$ cat config.mk
export PLATFORM = sky130hd
export DESIGN_NAME = ryg_light_monitor
export DESIGN_NICKNAME = d
export VERILOG_FILES = /design/src/rtl/ryg_pkg.sv /design/src/rtl/ryg_pattern_decode.sv /design/src/rtl/ryg_light_monitor.sv
export SDC_FILE = /design/constraint.sdc
export NUM_CORES = 1
export LEC_CHECK = 0
export CORE_UTILIZATION = 51
export DETAILED_ROUTE_END_ITERATION = 16
export HOLD_SLACK_MARGIN = 0.02
export PLACE_DENSITY_LB_ADDON = 0.3
export SLEW_MARGIN = 10
export SYNTH_ARGS = -nofsm -noshare
export SYNTH_HDL_FRONTEND = slang
export SYNTH_SLANG_ARGS = --single-unit
$ cat constraint.sdc
create_clock -name clk -period 2.3 [get_ports clk]
set_input_delay 0.345 -clock clk [delete_from_list [all_inputs] [get_ports clk]]
set_output_delay 0.345 -clock clk [all_outputs]
set_load 0.05 [all_outputs]
$ cat src/rtl/ryg_pkg.sv
// Shared types and constants for the two-road traffic-light monitor.
// Pattern bit order is {R0,Y0,G0,R1,Y1,G1}.
package ryg_pkg;

    typedef enum logic [1:0] {
        PhRoad1Green  = 2'd0,
        PhRoad1Yellow = 2'd1,
        PhRoad0Green  = 2'd2,
        PhRoad0Yellow = 2'd3
    } phase_e;

    typedef enum logic {
        StUnlocked = 1'b0,
        StLocked   = 1'b1
    } mon_state_e;

    localparam logic [5:0] PatPh0 = 6'b100001;
    localparam logic [5:0] PatPh1 = 6'b100010;
    localparam logic [5:0] PatPh2 = 6'b001100;
    localparam logic [5:0] PatPh3 = 6'b010100;

    localparam int unsigned GreenCycDefault = 6;
    localparam int unsigned YelCycDefault   = 2;

    function automatic phase_e phase_succ(input phase_e ph);
        return phase_e'(ph + 2'd1);
    endfunction

endpackage

$ cat src/rtl/ryg_pattern_decode.sv
// Combinational decode of the six lamp lines into a phase plus legality flags.
// conflict means both roads are one-hot but the pair is not a legal phase.
module ryg_pattern_decode
    import ryg_pkg::*;
(
    input  logic [1:0] R,
    input  logic [1:0] Y,
    input  logic [1:0] G,
    output logic [1:0] phase,
    output logic       legal,
    output logic       onehot_fail,
    output logic       conflict
);

    logic [5:0] pat;

    assign pat = {R[0], Y[0], G[0], R[1], Y[1], G[1]};

    always_comb begin
        legal = 1'b1;
        phase = PhRoad1Green;
        case (pat)
            PatPh0:  phase = PhRoad1Green;
            PatPh1:  phase = PhRoad1Yellow;
            PatPh2:  phase = PhRoad0Green;
            PatPh3:  phase = PhRoad0Yellow;
            default: legal = 1'b0;
        endcase
    end

    always_comb begin
        onehot_fail = !($onehot({R[0], Y[0], G[0]}) && $onehot({R[1], Y[1], G[1]}));
        conflict    = !onehot_fail && !legal;
    end

endmodule

$ cat src/rtl/ryg_light_monitor.sv
// Passive checker for the traffic-light generator: lamp legality, phase order and dwell time.
// Define RYG_MON_TIMEOUT_EN to build the unlocked-too-long watchdog driving err_timeout.
module ryg_light_monitor
    import ryg_pkg::*;
#(
    parameter int unsigned GREEN_CYC = GreenCycDefault,
    parameter int unsigned YEL_CYC   = YelCycDefault,
    parameter int unsigned CNT_W     = 8
) (
    input  logic             clk,
    input  logic             reset,
    input  logic [1:0]       R,
    input  logic [1:0]       Y,
    input  logic [1:0]       G,
    input  logic             clr_err,
    output logic [1:0]       phase,
    output logic             locked,
    output logic             err_pattern,
    output logic             err_conflict,
    output logic             err_seq,
    output logic             err_dwell,
    output logic             err_timeout,
    output logic             err_sticky,
    output logic [CNT_W-1:0] period_cnt
);

    localparam logic [3:0] GreenLim = 4'(GREEN_CYC);
    localparam logic [3:0] YelLim   = 4'(YEL_CYC);

    logic [1:0] dec_phase;
    logic       legal, onehot_fail, conflict;

    ryg_pattern_decode u_decode (
        .R           (R),
        .Y           (Y),
        .G           (G),
        .phase       (dec_phase),
        .legal       (legal),
        .onehot_fail (onehot_fail),
        .conflict    (conflict)
    );

    mon_state_e       state_q, state_d;
    phase_e           phase_q, phase_d, ph_in;
    logic [3:0]       dwell_q, dwell_d, lim;
    logic             have_q, have_d;
    logic             pok_q, pok_d;
    logic [CNT_W-1:0] cnt_q, cnt_d;
    logic             e_pat, e_conf, e_seq, e_dwell, e_to;
    logic [4:0]       pulse_q, pulse_d;
    logic             sticky_q, sticky_d;
    logic             same_ph, succ_ph, lock_evt;

    assign ph_in    = phase_e'(dec_phase);
    assign same_ph  = (ph_in == phase_q);
    assign succ_ph  = (ph_in == phase_succ(phase_q));
    assign lock_evt = legal && (state_q == StUnlocked) && have_q && !same_ph;
    assign lim      = (phase_q == PhRoad1Green || phase_q == PhRoad0Green) ? GreenLim : YelLim;

    always_ff @(posedge clk or posedge reset) begin
        if (reset) begin
            state_q  <= StUnlocked;
            phase_q  <= PhRoad1Green;
            dwell_q  <= 4'd0;
            have_q   <= 1'b0;
            pok_q    <= 1'b0;
            cnt_q    <= '0;
            pulse_q  <= 5'd0;
            sticky_q <= 1'b0;
        end else begin
            state_q  <= state_d;
            phase_q  <= phase_d;
            dwell_q  <= dwell_d;
            have_q   <= have_d;
            pok_q    <= pok_d;
            cnt_q    <= cnt_d;
            pulse_q  <= pulse_d;
            sticky_q <= sticky_d;
        end
    end

    always_comb begin
        state_d = state_q;
        if (!legal) begin
            state_d = StUnlocked;
        end else if (lock_evt) begin
            state_d = StLocked;
        end
    end

    // pok_q: the period in progress began at phase 0 and has been error-free so far.
    always_comb begin
        phase_d = phase_q;
        dwell_d = dwell_q;
        have_d  = have_q;
        pok_d   = pok_q;
        cnt_d   = cnt_q;
        e_pat   = !legal && onehot_fail;
        e_conf  = !legal && conflict;
        e_seq   = 1'b0;
        e_dwell = 1'b0;
        if (!legal) begin
            dwell_d = 4'd0;
            pok_d   = 1'b0;
        end else if (state_q == StUnlocked) begin
            have_d  = 1'b1;
            phase_d = ph_in;
            if (lock_evt) begin
                dwell_d = 4'd1;
                pok_d   = (ph_in == PhRoad1Green);
            end
        end else if (same_ph) begin
            if (dwell_q != 4'hf) begin
                dwell_d = dwell_q + 4'd1;
            end
            // Flag only the first overrun sample.
            if (dwell_q == lim && dwell_q != 4'hf) begin
                e_dwell = 1'b1;
                pok_d   = 1'b0;
            end
        end else if (succ_ph) begin
            phase_d = ph_in;
            dwell_d = 4'd1;
            e_dwell = (dwell_q != lim);
            if (phase_q == PhRoad0Yellow) begin
                if (pok_q && !e_dwell) begin
                    cnt_d = cnt_q + CNT_W'(1);
                end
                pok_d = 1'b1;
            end else if (e_dwell) begin
                pok_d = 1'b0;
            end
        end else begin
            e_seq   = 1'b1;
            phase_d = ph_in;
            dwell_d = 4'd1;
            pok_d   = 1'b0;
        end
    end

`ifdef RYG_MON_TIMEOUT_EN
    logic [5:0] to_q, to_d;

    always_comb begin
        to_d = 6'd0;
        e_to = 1'b0;
        if (state_q == StUnlocked && state_d == StUnlocked) begin
            if (to_q == 6'd31) begin
                e_to = 1'b1;
            end else begin
                to_d = to_q + 6'd1;
            end
        end
    end

    always_ff @(posedge clk or posedge reset) begin
        if (reset) begin
            to_q <= 6'd0;
        end else begin
            to_q <= to_d;
        end
    end
`else
    assign e_to = 1'b0;
`endif

    always_comb begin
        pulse_d  = {e_to, e_dwell, e_seq, e_conf, e_pat};
        sticky_d = (|pulse_d) || (sticky_q && !clr_err);
    end

    always_comb begin
        locked       = (state_q == StLocked);
        phase        = phase_q;
        err_pattern  = pulse_q[0];
        err_conflict = pulse_q[1];
        err_seq      = pulse_q[2];
        err_dwell    = pulse_q[3];
        err_timeout  = pulse_q[4];
        err_sticky   = sticky_q;
        period_cnt   = cnt_q;
    end

endmodule

==> Word-level counts from Yosys, hierarchy flattened <==
Cells that the tools add are included.
{ "classes": {"addsub": 7, "eq_ne": 19, "reduce_logical": 26, "n_mux": 29, "bitwise_logic": 2} }
{ "ops": {"columns": ["cell", "count"], "rows": [
  ["two-way mux 1 bit", 20],
  ["two-way mux 4 bit", 5],
  ["== test 6 bit (second input constant)", 2],
  ["logical AND 1 bit", 10],
  ["adder 8 x 1 -> 8 bit (second input constant)", 1],
  ["!= test 4 x 3 -> 1 bit (second input constant)", 2],
  ["OR reduction 4 bit", 2],
  ["== test 6 x 4 -> 1 bit (second input constant)", 1],
  ["== test 6 x 5 -> 1 bit (second input constant)", 1],
  ["!= test 6 x 4 -> 1 bit (second input constant)", 1],
  ["case mux 2 bit (3 select lines)", 1],
  ["AND reduction 2 bit", 3],
  ["AND reduction 6 bit", 1],
  ["logical NOT 1 bit", 5],
  ["adder 1 x 1 -> 2 bit", 2],
  ["adder 2 x 1 -> 2 bit", 2],
  ["adder 4 x 1 -> 4 bit (second input constant)", 1],
  ["== test 2 x 1 -> 1 bit (second input constant)", 2],
  ["== test 2 bit", 2],
  ["== test 2 bit (second input constant)", 2],
  ["== test 4 x 3 -> 1 bit", 1],
  ["logical NOT 2 bit", 2],
  ["two-way mux 2 bit", 2],
  ["!= test 4 x 3 -> 1 bit", 1],
  ["other kinds (9)", 11]
]} }
{ "word_totals": {"input_bits": 9, "reg_bits": 22, "output_inout_bits": 17} }

==> Longest topological paths before layout <==
Gate-level depths: netlist of run 1.
{ "depth": {"ltp_word": 11, "mapped_depth": 8, "mapped_depth_nobuf": 8} }

==> Hierarchy <==
From an unflattened synthesis of run 1, not the netlist that was laid out.
{ "hier_totals": {"hier_cells": 138, "area_unflattened_um2": 1378.8} }
{ "modules_own_cells": {"columns": ["mod", "cells_per_inst", "seq_area_each_um2", "area_each_um2", "n_inst"], "rows": [
  ["ryg_light_monitor", 118, 550.5, 1228.7, 1],
  ["ryg_pattern_decode", 20, 0.0, 150.1, 1]
]} }

==> Worst setup path before layout of run 1 <==
OpenSTA, ideal clock, no wires.
{ "synth_timing": {"path_kind": "reg2reg", "start": "register phase_q[0], in the netlist phase[0]", "end": "register cnt_q[1], in the netlist period_cnt[1]", "path_slack_ns": -0.134, "t_arrival_ns": 2.310, "path_buffers": 0, "required_time_ns": 2.175, "path_stages_with_launch": 8, "period_less_slack_ns": 2.434, "cell_sequence": "dfrtp_1 > inv_1 > ha_1 > or3_1 > a21oi_1 > nand2_1 > nor4_4 > mux2_2"} }
{ "synth_between": {"elab_chain_len": 7, "word_cells_on_any_way": 13} }
{ "synth_lines": {"columns": ["element", "line_no", "source"], "rows": [
  ["start: declaration", "ryg_light_monitor.sv:44", "phase_e phase_q, phase_d, ph_in;"],
  ["start signal: assignment", "ryg_light_monitor.sv:63", "phase_q <= PhRoad1Green;"],
  ["start signal: assignment", "ryg_light_monitor.sv:72", "phase_q <= phase_d;"],
  ["== test 2 bit or logical NOT 2 bit (tied branches)", "ryg_light_monitor.sv:58", "assign lim = (phase_q == PhRoad1Green || phase_q == PhRoad0Green) ? GreenLim : YelLim;"],
  ["logical OR 1 bit", "ryg_light_monitor.sv:58", null],
  ["two-way mux 3 bit", "ryg_light_monitor.sv:58", null],
  ["!= test 4 x 3 -> 1 bit", "ryg_light_monitor.sv:124", "e_dwell = (dwell_q != lim);"],
  ["logical NOT 1 bit", "ryg_light_monitor.sv:126", "if (pok_q && !e_dwell) begin"],
  ["logical AND 1 bit", "ryg_light_monitor.sv:126", null],
  ["AND reduction 6 bit (no source line) (*)", null, null],
  ["end signal: assignment", "ryg_light_monitor.sv:76", "cnt_q <= cnt_d;"],
  ["end: declaration", "ryg_light_monitor.sv:48", "logic [CNT_W-1:0] cnt_q, cnt_d;"]
]} }
Mark *: on every way between the ends. The rest lies on a longest branch, timed or not.
A chain may end at the register's enable or synchronous reset.

==> Worst setup path in the final report of run 1 <==
{ "layout_timing": {"start": "input port R[0]", "end": "register sticky_q, in the netlist err_sticky"} }
{ "layout_between": {"elab_chain_len": 9, "word_cells_on_any_way": 27} }
{ "layout_lines": {"columns": ["element", "line_no", "source"], "rows": [
  ["start: declaration", "ryg_light_monitor.sv:12", "input logic [1:0] R,"],
  ["== test 6 x 5 -> 1 bit (tied with other cells)", "ryg_pattern_decode.sv:22", "case (pat)"],
  ["case mux 2 bit (3 select lines)", "ryg_pattern_decode.sv:22", null],
  ["== test 2 bit", "ryg_light_monitor.sv:56", "assign succ_ph = (ph_in == phase_succ(phase_q));"],
  ["two-way mux 1 bit", "ryg_light_monitor.sv:121", "end else if (succ_ph) begin"],
  ["two-way mux 1 bit", "ryg_light_monitor.sv:112", "end else if (same_ph) begin"],
  ["two-way mux 1 bit", "ryg_light_monitor.sv:105", "end else if (state_q == StUnlocked) begin"],
  ["two-way mux 1 bit", "ryg_light_monitor.sv:102", "if (!legal) begin"],
  ["OR reduction 4 bit (*)", "ryg_light_monitor.sv:169", "sticky_d = (|pulse_d) || (sticky_q && !clr_err);"],
  ["logical OR 1 bit (*)", "ryg_light_monitor.sv:169", null],
  ["net sticky_d", "ryg_light_monitor.sv:51", "logic sticky_q, sticky_d;"],
  ["end signal: assignment", "ryg_light_monitor.sv:78", "sticky_q <= sticky_d;"],
  ["end: declaration", "ryg_light_monitor.sv:51", null]
]} }
The timed path passes the listed nets; every way through them passes the cells marked *.

==> results of run 1 <==
-- kinds of logic after synthesis --
group | share of synthesized area (%)
buffers and inverters | 3.53
DFF | 41.9
AOI/OAI and AO/OA | 10.7
xor gates and xnor gates | 11.2
muxes | 2.00
adders and majority gates | 8.77
other | 0.286
and+or+nand+nor | 21.5
-- critical path, stage by stage --
cell                            delay [ns]
sky130_fd_sc_hd__dlygate4sd2_1        0.28
sky130_fd_sc_hd__or4b_4               0.56
sky130_fd_sc_hd__or2_4                0.30
sky130_fd_sc_hd__xnor2_4              0.25
sky130_fd_sc_hd__nor2_2               0.08
sky130_fd_sc_hd__mux2_4               0.27
sky130_fd_sc_hd__a2111o_1             0.36
-- layout make-up --
type                            count  area [um2]  area share (%)
Multi-Input combinational cell     90         790            42.3
Sequential cell                    22         553            29.6
Timing Repair Buffer               48         419            22.5
Tap cell                           30        37.5            2.01
Clock buffer                        4        36.3            1.95
Inverter                            8        30.0            1.61
-- how the worst min path moves through the flow --
stage,from,to,slack [ns],cells past startpoint
CTS,reset,pulse_q[3]$_DFF_PP0_,0.38,2
floorplan,reset,dwell_q[0]$_DFFE_PP0P_,0.33,1
detailed placement,have_q$_DFFE_PP0P_,have_q$_DFFE_PP0P_,0.48,1
global placement,period_cnt[7]$_DFFE_PP0P_,period_cnt[7]$_DFFE_PP0P_,0.46,1
global route,reset,locked$_DFFE_PP0P_,0.41,2
finish,reset,have_q$_DFFE_PP0P_,0.36,2
-- synthesized netlist by cell type, types with 3 or more instances --
library cell | number | area share [%]
sky130_fd_sc_hd__xnor2_1 | 9 | 6.0
sky130_fd_sc_hd__dfrtp_1 | 22 | 42
sky130_fd_sc_hd__and3_1 | 4 | 1.9
sky130_fd_sc_hd__nor3_1 | 3 | 1.1
sky130_fd_sc_hd__nor4bb_1 | 3 | 2.3
sky130_fd_sc_hd__nor2_1 | 6 | 1.7
sky130_fd_sc_hd__ha_1 | 6 | 5.7
sky130_fd_sc_hd__a21oi_1 | 3 | 1.1
sky130_fd_sc_hd__inv_1 | 8 | 2.3
sky130_fd_sc_hd__nand2_1 | 11 | 3.1
sky130_fd_sc_hd__nand4_1 | 4 | 1.9
sky130_fd_sc_hd__o21ai_0 | 3 | 1.1
sky130_fd_sc_hd__nor2b_1 | 3 | 1.4
-- timing repair --
item                       in CTS  in global routing
buffers inserted                2                  1
resized for setup              13                  7
pin swaps                       6                  7
setup endpoints to repair      10                 12
-- through the flow --
| step | area [um2] | hold slack (ns) | instances | total power [mW] |
|---|---|---|---|---|
| 3_3_place_gp | 1730 | 0.460 | 195 | 0.809 |
| 5_1_grt | 1870 | 0.407 | 202 | 1.12 |
| 4_1_cts | 1820 | 0.382 | 201 | 1.05 |
| 6_report | 1870 | 0.363 | 202 | 1.07 |
| 2_1_floorplan | 1320 | 0.334 | 123 | 0.681 |
| 3_5_place_dp | 1730 | 0.479 | 195 | 0.821 |
-- sequential cells by signal (all words and copies together) (netlist names) --
register,count
have_q,1
err_sticky,1
period_cnt,8
locked,1
pulse_q,4
pok_q,1
dwell_q,4
phase,2
-- layer usage --
layer | routed length [um] | GRT usage [%] | part of all wire, %
met1 | 1300 | 26.9 | 40
met2 | 1750 | 44.1 | 55
met3 | 102 | 4.93 | 3.2
met4 | 58 | 9.21 | 1.8
met5 | 0 | 0 | 0
-- report_power, final --
| group | leakage [nW] | internal, mW | switching (mW) |
|---|---|---|---|
| clock | 0.0210 | 0.0965 | 0.116 |
| combinational | 0.521 | 0.199 | 0.245 |
| sequential | 0.286 | 0.405 | 0.0135 |
==> results list, run 1 <==
* Worst Reg2Reg Path Length in Cells: 8
- Diodes inserted: 0
- The tree is rooted in a sky130_fd_sc_hd__clkbuf_4.
- The initial antenna violation count came to 0.
* Largest clock skew in the final design: 0.00591 ns
- Before antenna repair, the detailed router went through 10 iterations.
- Required time worst endpoint: 2.49 ns
* Ratio of final minimum period to clock period: 98.5%
- Run status: complete, but fails checks
* Post-Place Setup Slack: -0.505 ns
- Detail Placement HPWL: 2240 um
- After filler insertion, the fill cell instance count of the layout stands at 180.
- Wires add up to 3210 um.
- Biggest fanout along the worst timing path: 4
* Core region area: 2450 um2
- Final worst slack: 0.0350 ns
- Crit Path Category: in -> reg
- The number of global-route vias before repair is 1098.
- Pin slew with the least headroom to its limit: 0.508 ns
* Drt first-iter violations: 34
* GRT Util Overall: 24.1%
- Number of library cell types mapped by synthesis: 46
- Setup violations remaining at the end of the flow were counted as 0.
* Worst skew pair latency: 0.30 ns
* Layout area overhead: 42.1%
* Fmax achieved: 441 MHz
- Chip Width: 52.7 um
- The final layout contains 190 nets.
* Last weighted congestion value of the routability-driven placer: 0.790
- In this run the register-to-register setup slack is 0.14 ns.
* Number of hold-repair buffers added at the cts stage: 0
- Input and output buffers added on the ports amount to 24.
- Number of buffers inserted during clock tree synthesis: 3
- The die covers 2780 um2.
* CTS tree: done
* Via count: 1171
* Number of core rows: 18
* Fraction of final layout cells with drive strength greater than 1: 29.1%
- Time the final worst path needs with I/O delays and setup: 2.27 ns
- The endpoint identified for the worst register-to-register timing path is period_cnt[1]$_DFFE_PP0P_.
- Mean cell area of the mapped netlist: 10.7 um2
* H-tree levels: 1
- Entering global routing, the biggest net connects 14 pins.
* Clock-pin transition on the worst setup and hold timing paths: 0.12 ns
- After synthesis the netlist holds a flip-flop and latch count of 22.
- The count of final max-slew check failures came to 0.
* Fraction of the core area covered by cells at the end of the flow: 76.0%
- Leakage power: 0.828 nW
* Highest-count cells in the layout ignoring fill and taps: sky130_fd_sc_hd__buf_4, sky130_fd_sc_hd__dfrtp_1, sky130_fd_sc_hd__clkdlybuf4s50_1
* Accumulated negative setup slack: 0 ns
* Crit. End Element: flip-flop
- The mapped netlist covers 1310 um2.
- STA puts the critical path data arrival time at 2.46 ns.
* Initial core utilization: 53.5%
* Count of boundary I/O pins: 26
* Number of enable-type register cells in the synthesized netlist: 0
- After detailed routing, the average wire length per cell comes to 15.9 um.
- The worst setup path is launched from an input port.
* Wire length of the first global-routing pass: 4820 um
- Bufs on Longest Clock Path: 2
- The total overflow left after global routing is 0.
* Classification of the worst-slack hold path: in -> async
- Post-synth ARST share: 100%
* Worst setup path endpoint: err_sticky$_DFF_PP0_
* Mapped Nets: 140
- In the routed layout, each cell is associated on average with a via count of 5.80.
- MaxCap Viol Count: 0
- Violations in the final reports: design-rule violations
* DRC violation count after routing: 2
* Power density relative to cell area: 576 nW/um2
- Mapped Cells: 123
- Maximum resistive drop on vdd: 0.362 mV
- Die Y-Extent: 52.7 um
* Beginning of the critical path: R[0]
* Relative max-transition margin: 66.0%
* Most common cell after layout, fill and taps aside: sky130_fd_sc_hd__buf_4
- Final hold vios: 0
* Register area share after synthesis: 41.9%
- Post-synth top flop: sky130_fd_sc_hd__dfrtp_1
- Once detail routing completed, the nets flagged for antenna violations numbered 0.
- During synthesis, Yosys emitted a total of 0 warnings.
- For this design, the sink count on the clock tree is 22.
- FF-to-FF Start: phase[0]$_DFFE_PP0P_
Power figures use the tool's default switching activity.
==> run 2: changes to the inputs <==
Settings changed: CTS_CLUSTER_DIAMETER set to 30.
==> results of run 2 <==
No change in the layout: final DEF, timing and power equal those of run 1.
